$ cat src/rtl/uart_tx_fifo.sv
// UART transmitter with input FIFO, runtime baud divisor, optional parity and 1/2 stop bits.
// Define UART_TX_BREAK_EN to add the send_break input and the BREAK/BRKSTOP states.
module uart_tx_fifo #(
  parameter int DATA_BITS  = 8,
  parameter int STOP_BITS  = 1,
  parameter int PARITY     = 0,
  parameter int FIFO_DEPTH = 4,
  parameter int DIV_WIDTH  = 16
) (
  input  logic                          clk,
  input  logic                          n_reset,
  input  logic                          in_valid,
  input  logic [DATA_BITS-1:0]          in_data,
  output logic                          in_ready,
  input  logic [DIV_WIDTH-1:0]          clk_div,
  output logic [$clog2(FIFO_DEPTH):0]   fifo_level,
  output logic                          busy,
`ifdef UART_TX_BREAK_EN
  input  logic                          send_break,
`endif
  output logic                          out
);

  localparam int AW = $clog2(FIFO_DEPTH);
  localparam int LW = AW + 1;
  localparam int BW = $clog2(DATA_BITS + 1);

  localparam logic [2:0] S_IDLE   = 3'd0;
  localparam logic [2:0] S_START  = 3'd1;
  localparam logic [2:0] S_DATA   = 3'd2;
  localparam logic [2:0] S_PAR    = 3'd3;
  localparam logic [2:0] S_STOP   = 3'd4;
`ifdef UART_TX_BREAK_EN
  localparam logic [2:0] S_BREAK  = 3'd5;
  localparam logic [2:0] S_BRKSTP = 3'd6;
  localparam int FRAME_BITS = 1 + DATA_BITS + ((PARITY != 0) ? 1 : 0) + STOP_BITS;
  localparam int BRK_BITS   = 2 * FRAME_BITS;
  localparam int KW         = $clog2(BRK_BITS);
`endif

  logic [DATA_BITS-1:0] mem_q [FIFO_DEPTH];
  logic [AW-1:0]        wr_ptr_q, wr_ptr_d, rd_ptr_q, rd_ptr_d;
  logic [LW-1:0]        count_q, count_d;
  logic                 in_ready_q, in_ready_d;
  logic                 busy_q, busy_d;
  logic                 out_q, out_d;
  logic [2:0]           state_q, state_d;
  logic [DATA_BITS-1:0] shift_q, shift_d;
  logic                 par_q, par_d;
  logic [DIV_WIDTH-1:0] div_q, div_d;
  logic [DIV_WIDTH-1:0] baud_q, baud_d;
  logic [BW-1:0]        bit_q, bit_d;
`ifdef UART_TX_BREAK_EN
  logic [KW-1:0]        brk_cnt_q, brk_cnt_d;
  logic                 brk_pend_q, brk_pend_d;
`endif

  logic                 wr, pop, bit_end, brk_req;
  logic [DATA_BITS-1:0] head;
  logic [DIV_WIDTH-1:0] div_eff;

  assign wr      = in_valid && in_ready_q;
  assign head    = mem_q[rd_ptr_q];
  assign bit_end = (baud_q == div_q - DIV_WIDTH'(1));
  assign div_eff = (clk_div < DIV_WIDTH'(2)) ? DIV_WIDTH'(2) : clk_div;
`ifdef UART_TX_BREAK_EN
  assign brk_req = send_break || brk_pend_q;
`else
  assign brk_req = 1'b0;
`endif

  always_comb begin
    state_d = state_q;
    shift_d = shift_q;
    par_d   = par_q;
    div_d   = div_q;
    baud_d  = baud_q;
    bit_d   = bit_q;
    pop     = 1'b0;
`ifdef UART_TX_BREAK_EN
    brk_cnt_d  = brk_cnt_q;
    brk_pend_d = brk_pend_q;
    if (send_break && (state_q != S_IDLE) && (state_q != S_BREAK))
      brk_pend_d = 1'b1;
`endif

    case (state_q)
      S_IDLE: begin
        baud_d = '0;
`ifdef UART_TX_BREAK_EN
        if (brk_req) begin
          state_d    = S_BREAK;
          div_d      = div_eff;
          brk_cnt_d  = '0;
          brk_pend_d = 1'b0;
        end else
`endif
        if (count_q != '0) begin
          pop     = 1'b1;
          shift_d = head;
          par_d   = (PARITY == 1) ? ~(^head) : ^head;
          div_d   = div_eff;
          bit_d   = '0;
          state_d = S_START;
        end
      end
      S_START: begin
        if (bit_end) begin
          baud_d  = '0;
          bit_d   = '0;
          state_d = S_DATA;
        end else baud_d = baud_q + DIV_WIDTH'(1);
      end
      S_DATA: begin
        if (bit_end) begin
          baud_d  = '0;
          shift_d = shift_q >> 1;
          if (bit_q == BW'(DATA_BITS - 1)) begin
            bit_d   = '0;
            state_d = (PARITY != 0) ? S_PAR : S_STOP;
          end else bit_d = bit_q + BW'(1);
        end else baud_d = baud_q + DIV_WIDTH'(1);
      end
      S_PAR: begin
        if (bit_end) begin
          baud_d  = '0;
          bit_d   = '0;
          state_d = S_STOP;
        end else baud_d = baud_q + DIV_WIDTH'(1);
      end
      S_STOP: begin
        if (bit_end) begin
          baud_d = '0;
          if (bit_q == BW'(STOP_BITS - 1)) begin
            bit_d = '0;
            // Chain straight into the next start bit; a pending break waits for IDLE.
            if ((count_q != '0) && !brk_req) begin
              pop     = 1'b1;
              shift_d = head;
              par_d   = (PARITY == 1) ? ~(^head) : ^head;
              div_d   = div_eff;
              state_d = S_START;
            end else state_d = S_IDLE;
          end else bit_d = bit_q + BW'(1);
        end else baud_d = baud_q + DIV_WIDTH'(1);
      end
`ifdef UART_TX_BREAK_EN
      S_BREAK: begin
        if (bit_end) begin
          baud_d = '0;
          if (brk_cnt_q == KW'(BRK_BITS - 1)) begin
            if (!send_break) state_d = S_BRKSTP;
          end else brk_cnt_d = brk_cnt_q + KW'(1);
        end else baud_d = baud_q + DIV_WIDTH'(1);
      end
      S_BRKSTP: begin
        if (bit_end) begin
          baud_d  = '0;
          state_d = S_IDLE;
        end else baud_d = baud_q + DIV_WIDTH'(1);
      end
`endif
      default: state_d = S_IDLE;
    endcase

    wr_ptr_d   = wr  ? wr_ptr_q + AW'(1) : wr_ptr_q;
    rd_ptr_d   = pop ? rd_ptr_q + AW'(1) : rd_ptr_q;
    count_d    = count_q + LW'(wr) - LW'(pop);
    in_ready_d = (count_d != LW'(FIFO_DEPTH));
    busy_d     = (state_d != S_IDLE) || (count_d != '0);

    case (state_q)
      S_START: out_d = 1'b0;
      S_DATA:  out_d = shift_q[0];
      S_PAR:   out_d = par_q;
`ifdef UART_TX_BREAK_EN
      S_BREAK: out_d = 1'b0;
`endif
      default: out_d = 1'b1;
    endcase
  end

  always_ff @(posedge clk or negedge n_reset) begin
    if (!n_reset) begin
      for (int unsigned i = 0; i < FIFO_DEPTH; i++) mem_q[i] <= '0;
    end else if (wr) begin
      mem_q[wr_ptr_q] <= in_data;
    end
  end

  always_ff @(posedge clk or negedge n_reset) begin
    if (!n_reset) begin
      wr_ptr_q   <= '0;
      rd_ptr_q   <= '0;
      count_q    <= '0;
      in_ready_q <= 1'b1;
      busy_q     <= 1'b0;
      out_q      <= 1'b1;
      state_q    <= S_IDLE;
      shift_q    <= '0;
      par_q      <= 1'b0;
      div_q      <= '0;
      baud_q     <= '0;
      bit_q      <= '0;
`ifdef UART_TX_BREAK_EN
      brk_cnt_q  <= '0;
      brk_pend_q <= 1'b0;
`endif
    end else begin
      wr_ptr_q   <= wr_ptr_d;
      rd_ptr_q   <= rd_ptr_d;
      count_q    <= count_d;
      in_ready_q <= in_ready_d;
      busy_q     <= busy_d;
      out_q      <= out_d;
      state_q    <= state_d;
      shift_q    <= shift_d;
      par_q      <= par_d;
      div_q      <= div_d;
      baud_q     <= baud_d;
      bit_q      <= bit_d;
`ifdef UART_TX_BREAK_EN
      brk_cnt_q  <= brk_cnt_d;
      brk_pend_q <= brk_pend_d;
`endif
    end
  end

  assign in_ready   = in_ready_q;
  assign fifo_level = count_q;
  assign busy       = busy_q;
  assign out        = out_q;

endmodule

$ cat config.mk
export PLATFORM = sky130hd
export DESIGN_NAME = uart_tx_fifo
export DESIGN_NICKNAME = d
export VERILOG_FILES = /design/src/rtl/uart_tx_fifo.sv
export SDC_FILE = /design/constraint.sdc
export NUM_CORES = 1
export LEC_CHECK = 0
export CORE_ASPECT_RATIO = 0.5
export CORE_MARGIN = 2
export CORE_UTILIZATION = 44
export DETAILED_ROUTE_END_ITERATION = 6
export PLACE_DENSITY = 0.6
export SYNTH_ARGS = -nofsm -noshare
export SYNTH_HDL_FRONTEND = slang
export SYNTH_SLANG_ARGS = --single-unit
export TNS_END_PERCENT = 100
$ cat constraint.sdc
create_clock -name clk -period 12.4 [get_ports clk]
set_input_delay 1.24 -clock clk [delete_from_list [all_inputs] [get_ports clk]]
set_output_delay 1.24 -clock clk [all_outputs]
set_load 0.01 [all_outputs]
-- Yosys cells after proc, flatten, opt, wreduce, memory -nomap -nowiden
Cells that the tools add are included.
W data, S select, Z words.
- bits in registers: 90
- input bits: 27
- output and inout bits: 6
- word-level logic and storage cells: 102
- $add $sub $neg: 7
- $lt $le $gt $ge: 4
- eq/ne operators: 12
- multiplexer cells: 43
- bitwise operators: 2
- reductions and logical operators: 18
- operators by type and width (cell ; count):
    $mux W16 ; 5
    $pmux W16 S2 ; 2
    $mux W8 ; 7
    $bwmux W32 ; 1
    $mux W4 ; 6
    $pmux W8 S3 ; 1
    $mux W3 ; 7
    $add A16 B1 Y16 const B ; 1
    $bmux W8 S2 ; 1
    $demux W8 S2 ; 1
    $eq A16 B16 Y1 ; 1
    $lt A16 B2 Y1 const B ; 1
    $pmux W4 S4 ; 1
    $sub A16 B1 Y16 const B ; 1
    $pmux W3 S5 ; 1
    $reduce_bool A3 Y1 ; 4
    $ne A2 B2 Y1 const B ; 4
    $reduce_xor A8 Y1 ; 1
    $mux W1 ; 7
    $eq A3 B2 Y1 const B ; 2
    $ge A3 B3 Y1 const B ; 2
    $not A2 Y3 ; 2
    $reduce_and A5 Y1 ; 1
    $add A2 B1 Y2 const B ; 2
    other kinds (21) ; 24

-- Depth between registers and ports, before layout
- depth in word-level cells: 9
- mapped depth: 19
- mapped depth without buffers: 18

-- Least setup slack after synthesis
Ideal clock, no wire load.
- path type: reg-to-reg
- from: register div_q[2]
- to: register busy_q (netlist: busy)
- library setup time: 0.139 ns
- arrival: 4.895 ns
- required time: 12.261 ns
- setup slack: 7.366 ns
- stages on the path, launching flop included: 20
- path buffers: 3
- period minus slack after synthesis: 5.034 ns
- path through: dfrtp_1 > buf_6 > or4_1 > buf_2 > nor4_4 > mux2_2 > o211a_1 > or3_4 > or3_4 > a21oi_4 > buf_6 > ha_1 > inv_1 > ha_1 > inv_1 > fa_1 > xnor2_1 > xnor2_1 > or3_1 > or4_1
- longest elaborated chain between the ends: 7
- elaborated cells on any way between the ends: 13
- those cells by class: 2 x add/sub; 1 x eq/ne; 7 x mux; 3 x reduce/logical
- ends and longest elaborated chain (item ; line ; source):
    start, declared ; 50 ; logic [DIV_WIDTH-1:0] div_q, div_d;
    start signal, assigned ; 219 ; div_q <= div_d;
    $sub A16 B1 Y16 ; 64 ; assign bit_end = (baud_q == div_q - DIV_WIDTH'(1));
    $eq A16 B16 Y1 ; 64 ;
    $mux W1 ; 132 ; if (bit_end) begin
    $pmux W1 S2 ; 87 ; case (state_q)
    via pop ; 58 ; logic wr, pop, bit_end, brk_req;
    $sub A3 B1 Y3 ; 168 ; count_d = count_q + LW'(wr) - LW'(pop);
    via count_d[2] ; 43 ; logic [LW-1:0] count_q, count_d;
    $reduce_bool A3 Y1 ; 170 ; busy_d = (state_d != S_IDLE) || (count_d != '0);
    $logic_or A1 B1 Y1 ; 170 ;
    via busy_d ; 45 ; logic busy_q, busy_d;
    end signal, assigned ; 214 ; busy_q <= busy_d;
    end, declared ; 45 ;
The timed path passes the listed nets, and every way through them passes these cells.
A chain may end at the register's enable or synchronous reset.

-- Final worst setup path
- from: register div_q[2]
- to: register busy_q (netlist: busy)
- longest elaborated chain between the ends: 7
- elaborated cells on any way between the ends: 13
- those cells by class: 2 x add/sub; 1 x eq/ne; 7 x mux; 3 x reduce/logical
- ends and longest elaborated chain (item ; line):
    $sub A16 B1 Y16 ; 64
    $eq A16 B16 Y1 ; 64
    $mux W1 ; 132
    $pmux W1 S2 ; 87
    $sub A3 B1 Y3 ; 168
    via count_d[2] ; 43
    $reduce_bool A3 Y1 ; 170
    $logic_or A1 B1 Y1 ; 170
    via busy_d ; 45
The timed path passes the listed nets, and every way through them passes these cells.

==> impl_metrics.prom <==
# TYPE chip_impl_metric gauge
chip_impl_info{name="run_status",value="completed"} 1
chip_impl_info{name="path_delay_family",value="simple AND/OR/NAND/NOR gates"} 1
chip_impl_metric{name="filler_cell_count",unit=""} 965
chip_impl_metric{name="critPathMaxFanout",unit=""} 21
chip_impl_info{name="cts_root_buffer",value="clkbuf_16"} 1
chip_impl_metric{name="ys_seq_elements",unit=""} 90
chip_impl_metric{name="insertion_delay",unit="ns"} 0.34
chip_impl_metric{name="largest_net_degree_at_the_start_of_global_routing",unit=""} 49
chip_impl_info{name="worst_setup_path_start_kind",value="register"} 1
chip_impl_info{name="worst_path_max_delay_cell",value="or4_1"} 1
chip_impl_metric{name="min_period",unit="ns"} 5.74
chip_impl_metric{name="layout-drive-gt1-share",unit="%"} 21.2
chip_impl_metric{name="antenna_found_initial",unit=""} 0
chip_impl_info{name="crit_path_end_kind",value="register"} 1
chip_impl_metric{name="first_global_vias",unit=""} 3148
chip_impl_metric{name="worst-slew-pin-transition",unit="ns"} 0.826
chip_impl_info{name="grt_setup_unrepaired",value="false"} 1
chip_impl_metric{name="slew_headroom",unit="%"} 44.8
chip_impl_metric{name="post_cts.resized_instances",unit=""} 0
chip_impl_info{name="crit_path_category",value="reg -> reg"} 1
chip_impl_info{name="cts_tree",value="built"} 1
chip_impl_metric{name="path_clk_slew",unit="ns"} 0.06
chip_impl_metric{name="syn_area_cell",unit="um2"} 11.8
chip_impl_metric{name="total_gr_overflow",unit=""} 0
chip_impl_metric{name="critical_path_buf_inv_count",unit=""} 2
chip_impl_metric{name="p_leak",unit="uW"} 0.00239
chip_impl_metric{name="dr.first_iter.drc_count",unit=""} 124
chip_impl_metric{name="die_x",unit="um"} 154
chip_impl_metric{name="cts_sinks",unit=""} 90
chip_impl_metric{name="hold_violations",unit=""} 0
chip_impl_metric{name="cts_made_buffers",unit=""} 9
chip_impl_metric{name="cts.path.max_buffers",unit=""} 2
chip_impl_metric{name="ff_latch_area",unit="mm2"} 0.00225
chip_impl_metric{name="vias",unit=""} 3261
chip_impl_metric{name="cp.required",unit="ns"} 12.61
chip_impl_info{name="critical_path.cell_chain",value="or4_1 -> nor4_4 -> mux2_2 -> o211a_1 -> or3_4 -> or3_4 -> a21oi_4 -> ha_1 -> inv_1 -> ha_1 -> inv_1 -> fa_1 -> xnor2_1 -> xnor2_1 -> or3_1 -> or4_1"} 1
chip_impl_metric{name="fin_util",unit="%"} 51.6
chip_impl_metric{name="io_pins",unit=""} 33
chip_impl_metric{name="finalWorstSetupSlack",unit="ns"} 6.66
chip_impl_metric{name="die-area",unit="mm2"} 0.0121
chip_impl_metric{name="max-cap-violations",unit=""} 0
chip_impl_metric{name="netlist-cell-type-count",unit=""} 56
chip_impl_metric{name="max_freq",unit="GHz"} 0.174
chip_impl_metric{name="drt_first_pass_iters",unit=""} 4
chip_impl_metric{name="synth_fp_nets",unit=""} 458
chip_impl_metric{name="die_extent_in_y",unit="um"} 78.9
chip_impl_metric{name="power",unit="uW"} 1370
chip_impl_metric{name="area_share_of_the_largest_cell_type_after_synthesis",unit="%"} 44.6
chip_impl_metric{name="start_util",unit="%"} 45.0
chip_impl_metric{name="syn-instance-count",unit=""} 420
chip_impl_metric{name="syn_to_final_growth",unit="%"} 14.7
chip_impl_metric{name="antennaDiodeCount",unit=""} 0
chip_impl_metric{name="coreArea",unit="mm2"} 0.0110
chip_impl_metric{name="routed_wl",unit="um"} 9770
chip_impl_metric{name="detailedPlace.worstSlack",unit="ns"} 6.67
chip_impl_metric{name="setup_total_negative_slack",unit="ns"} 0
chip_impl_metric{name="synthesis.yosys.warnings",unit=""} 0
chip_impl_metric{name="finClkSkew",unit="ns"} 0.00858
chip_impl_metric{name="num-nets-final",unit=""} 486
chip_impl_metric{name="final_antenna_net_count",unit=""} 0
chip_impl_metric{name="grt_pass1_wl",unit="um"} 16500
chip_impl_metric{name="layout_worst_path_cycle_share",unit="%"} 46.3
chip_impl_metric{name="cts_post_setup_buffers_inserted",unit=""} 0
chip_impl_metric{name="critPathArrivalTime",unit="ns"} 5.95
chip_impl_metric{name="drt-wirelength-per-cell",unit="um"} 16.3
chip_impl_info{name="ys_top_cells_by_area",value="dfrtp_1, mux2_2, xnor2_1, mux4_2, mux2_4"} 1
chip_impl_metric{name="dp_hpwl",unit="um"} 6940
chip_impl_metric{name="core.rowCount",unit=""} 27
chip_impl_metric{name="ir_worst_vdd",unit="V"} 0.000116
chip_impl_info{name="worstHoldPathType",value="reg -> reg"} 1
chip_impl_metric{name="gp_routability_congestion",unit=""} 0.794
chip_impl_metric{name="globalRouteTotalUtil",unit="%"} 17.5
chip_impl_metric{name="setup_violations",unit=""} 0
chip_impl_metric{name="detail_route.vias_per_cell",unit=""} 5.45
chip_impl_metric{name="cpPeakStageDelay",unit="ns"} 0.70
chip_impl_metric{name="drc_errors",unit=""} 0
chip_impl_metric{name="power-per-cell-area",unit="mW/mm2"} 241
chip_impl_metric{name="multiInputGateArea",unit="mm2"} 0.00255
chip_impl_info{name="netlist.top_cell.by_area",value="dfrtp_1"} 1
chip_impl_metric{name="place.port_buffers",unit=""} 32
chip_impl_info{name="synth_flop_cell",value="dfrtp_1"} 1
chip_impl_metric{name="seq_area_frac_synth",unit="%"} 45.6
chip_impl_metric{name="synth-edff-count",unit=""} 0
chip_impl_metric{name="maxSlewViolCount",unit=""} 0
chip_impl_metric{name="post_synth_instance_area",unit="mm2"} 0.00494
chip_impl_metric{name="asyncSetResetFlopFracSynth",unit="%"} 100
chip_impl_metric{name="cts-hold-fix-buffers",unit=""} 0
chip_impl_metric{name="cts-htree-levels",unit=""} 3
## cell usage in the layout (no fill, tap or decap), types with 11 or more instances in the layout
cell type         n
nand3_1          17
nor3b_1          13
mux2_2           47
clkdlybuf4s50_1  31
o21ai_0          22
inv_1            14
nand2_1          15
dfrtp_1          88
a21o_1           12
xnor2_1          27
nor2_1           11
## flip-flops by register name, summed over array words and instances (netlist names), 2 cells and up
register / cells
baud_q: 16
bit_q: 4
div_q: 16
fifo_level: 3
mem_q: 32
rd_ptr_q: 2
shift_q: 8
state_q: 3
wr_ptr_q: 2
## report_power, final
group          switching (uW)  internal, uW
sequential                117           414
clock                     120           159
combinational             235           320
## cells by family after synthesis
kind of cell,count (synthesis),share of synthesized area (%)
simple gates,120,14.8
mux,74,19.4
compound gates,60,8.28
xor+xnor,35,6.21
fa+ha+maj,11,2.94
buf+inv,30,2.76
flops,90,45.6
## final timing paths
check,slack (ns),endpoint,cells after the start,from
worst max register to register,6.66,busy,16,div_q[2]
worst min register to register,0.49,par_q,1,par_q
worst min-delay path,0.49,par_q,1,par_q
worst max-delay path,6.66,busy,16,div_q[2]
min in group asynchronous,0.87,mem_q[22],1,n_reset
max in group asynchronous,10.48,div_q[11],2,n_reset
## per-layer routing
layer | GRT usage [%] | up-vias | part of all wire, %
met5 | 0 | - | 0
met4 | 4.30 | 0 | 0.89
met3 | 4.64 | 8 | 2.8
met2 | 28.3 | 39 | 47
met1 | 23.8 | 1623 | 49
li1 | - | 1591 | -
## through the flow
step                hold WS (ns)  cell area [um2]  std cells
CTS                        0.499             5670        598
detailed placement         0.484             5360        582
floorplan                  0.459             4940        420
global route               0.519             5670        598
finish                     0.494             5670        598
global placement           0.481             5360        582
## cells in the mapped netlist, drive strengths merged (2+ instances only)
master	number
o21ai	24
and2	2
or3	6
clkbuf	12
o211a	2
and3	10
nor2	12
nand2	15
dfstp	2
or2	3
nand3	17
ha	10
nand2b	3
nor3	6
a21o	12
nand3b	7
nand4	4
nor4	10
o22ai	2
buf	4
mux4	8
nor3b	13
a211oi	2
inv	14
or4	3
dfrtp	88
xor2	8
mux2i	4
mux2	62
and4	2
nor2b	4
xnor2	27
a21oi	8
## worst register-to-register path, delay by kind of cell (launching register included)
family                     cells  cell delay [ns]
xor gates and xnor gates       2             0.29
buffers and inverters          2             0.11
AOI/OAI and AO/OA              2             0.92
DFF                            1             0.48
adders and majority gates      3             0.87
and+or+nand+nor                6             2.59
muxes                          1             0.37
## area by class of cell
| cell class | count | area share, % |
|---|---|---|
| multi-input cells | 300 | 45.0 |
| flip-flops and latches | 90 | 39.8 |
| well taps | 145 | 3.20 |
| clock inverters | 6 | 1.30 |
| inverters | 14 | 0.928 |
| clock buffers | 10 | 4.04 |
| repair buffers | 33 | 5.74 |
Power figures use the tool's default switching activity.
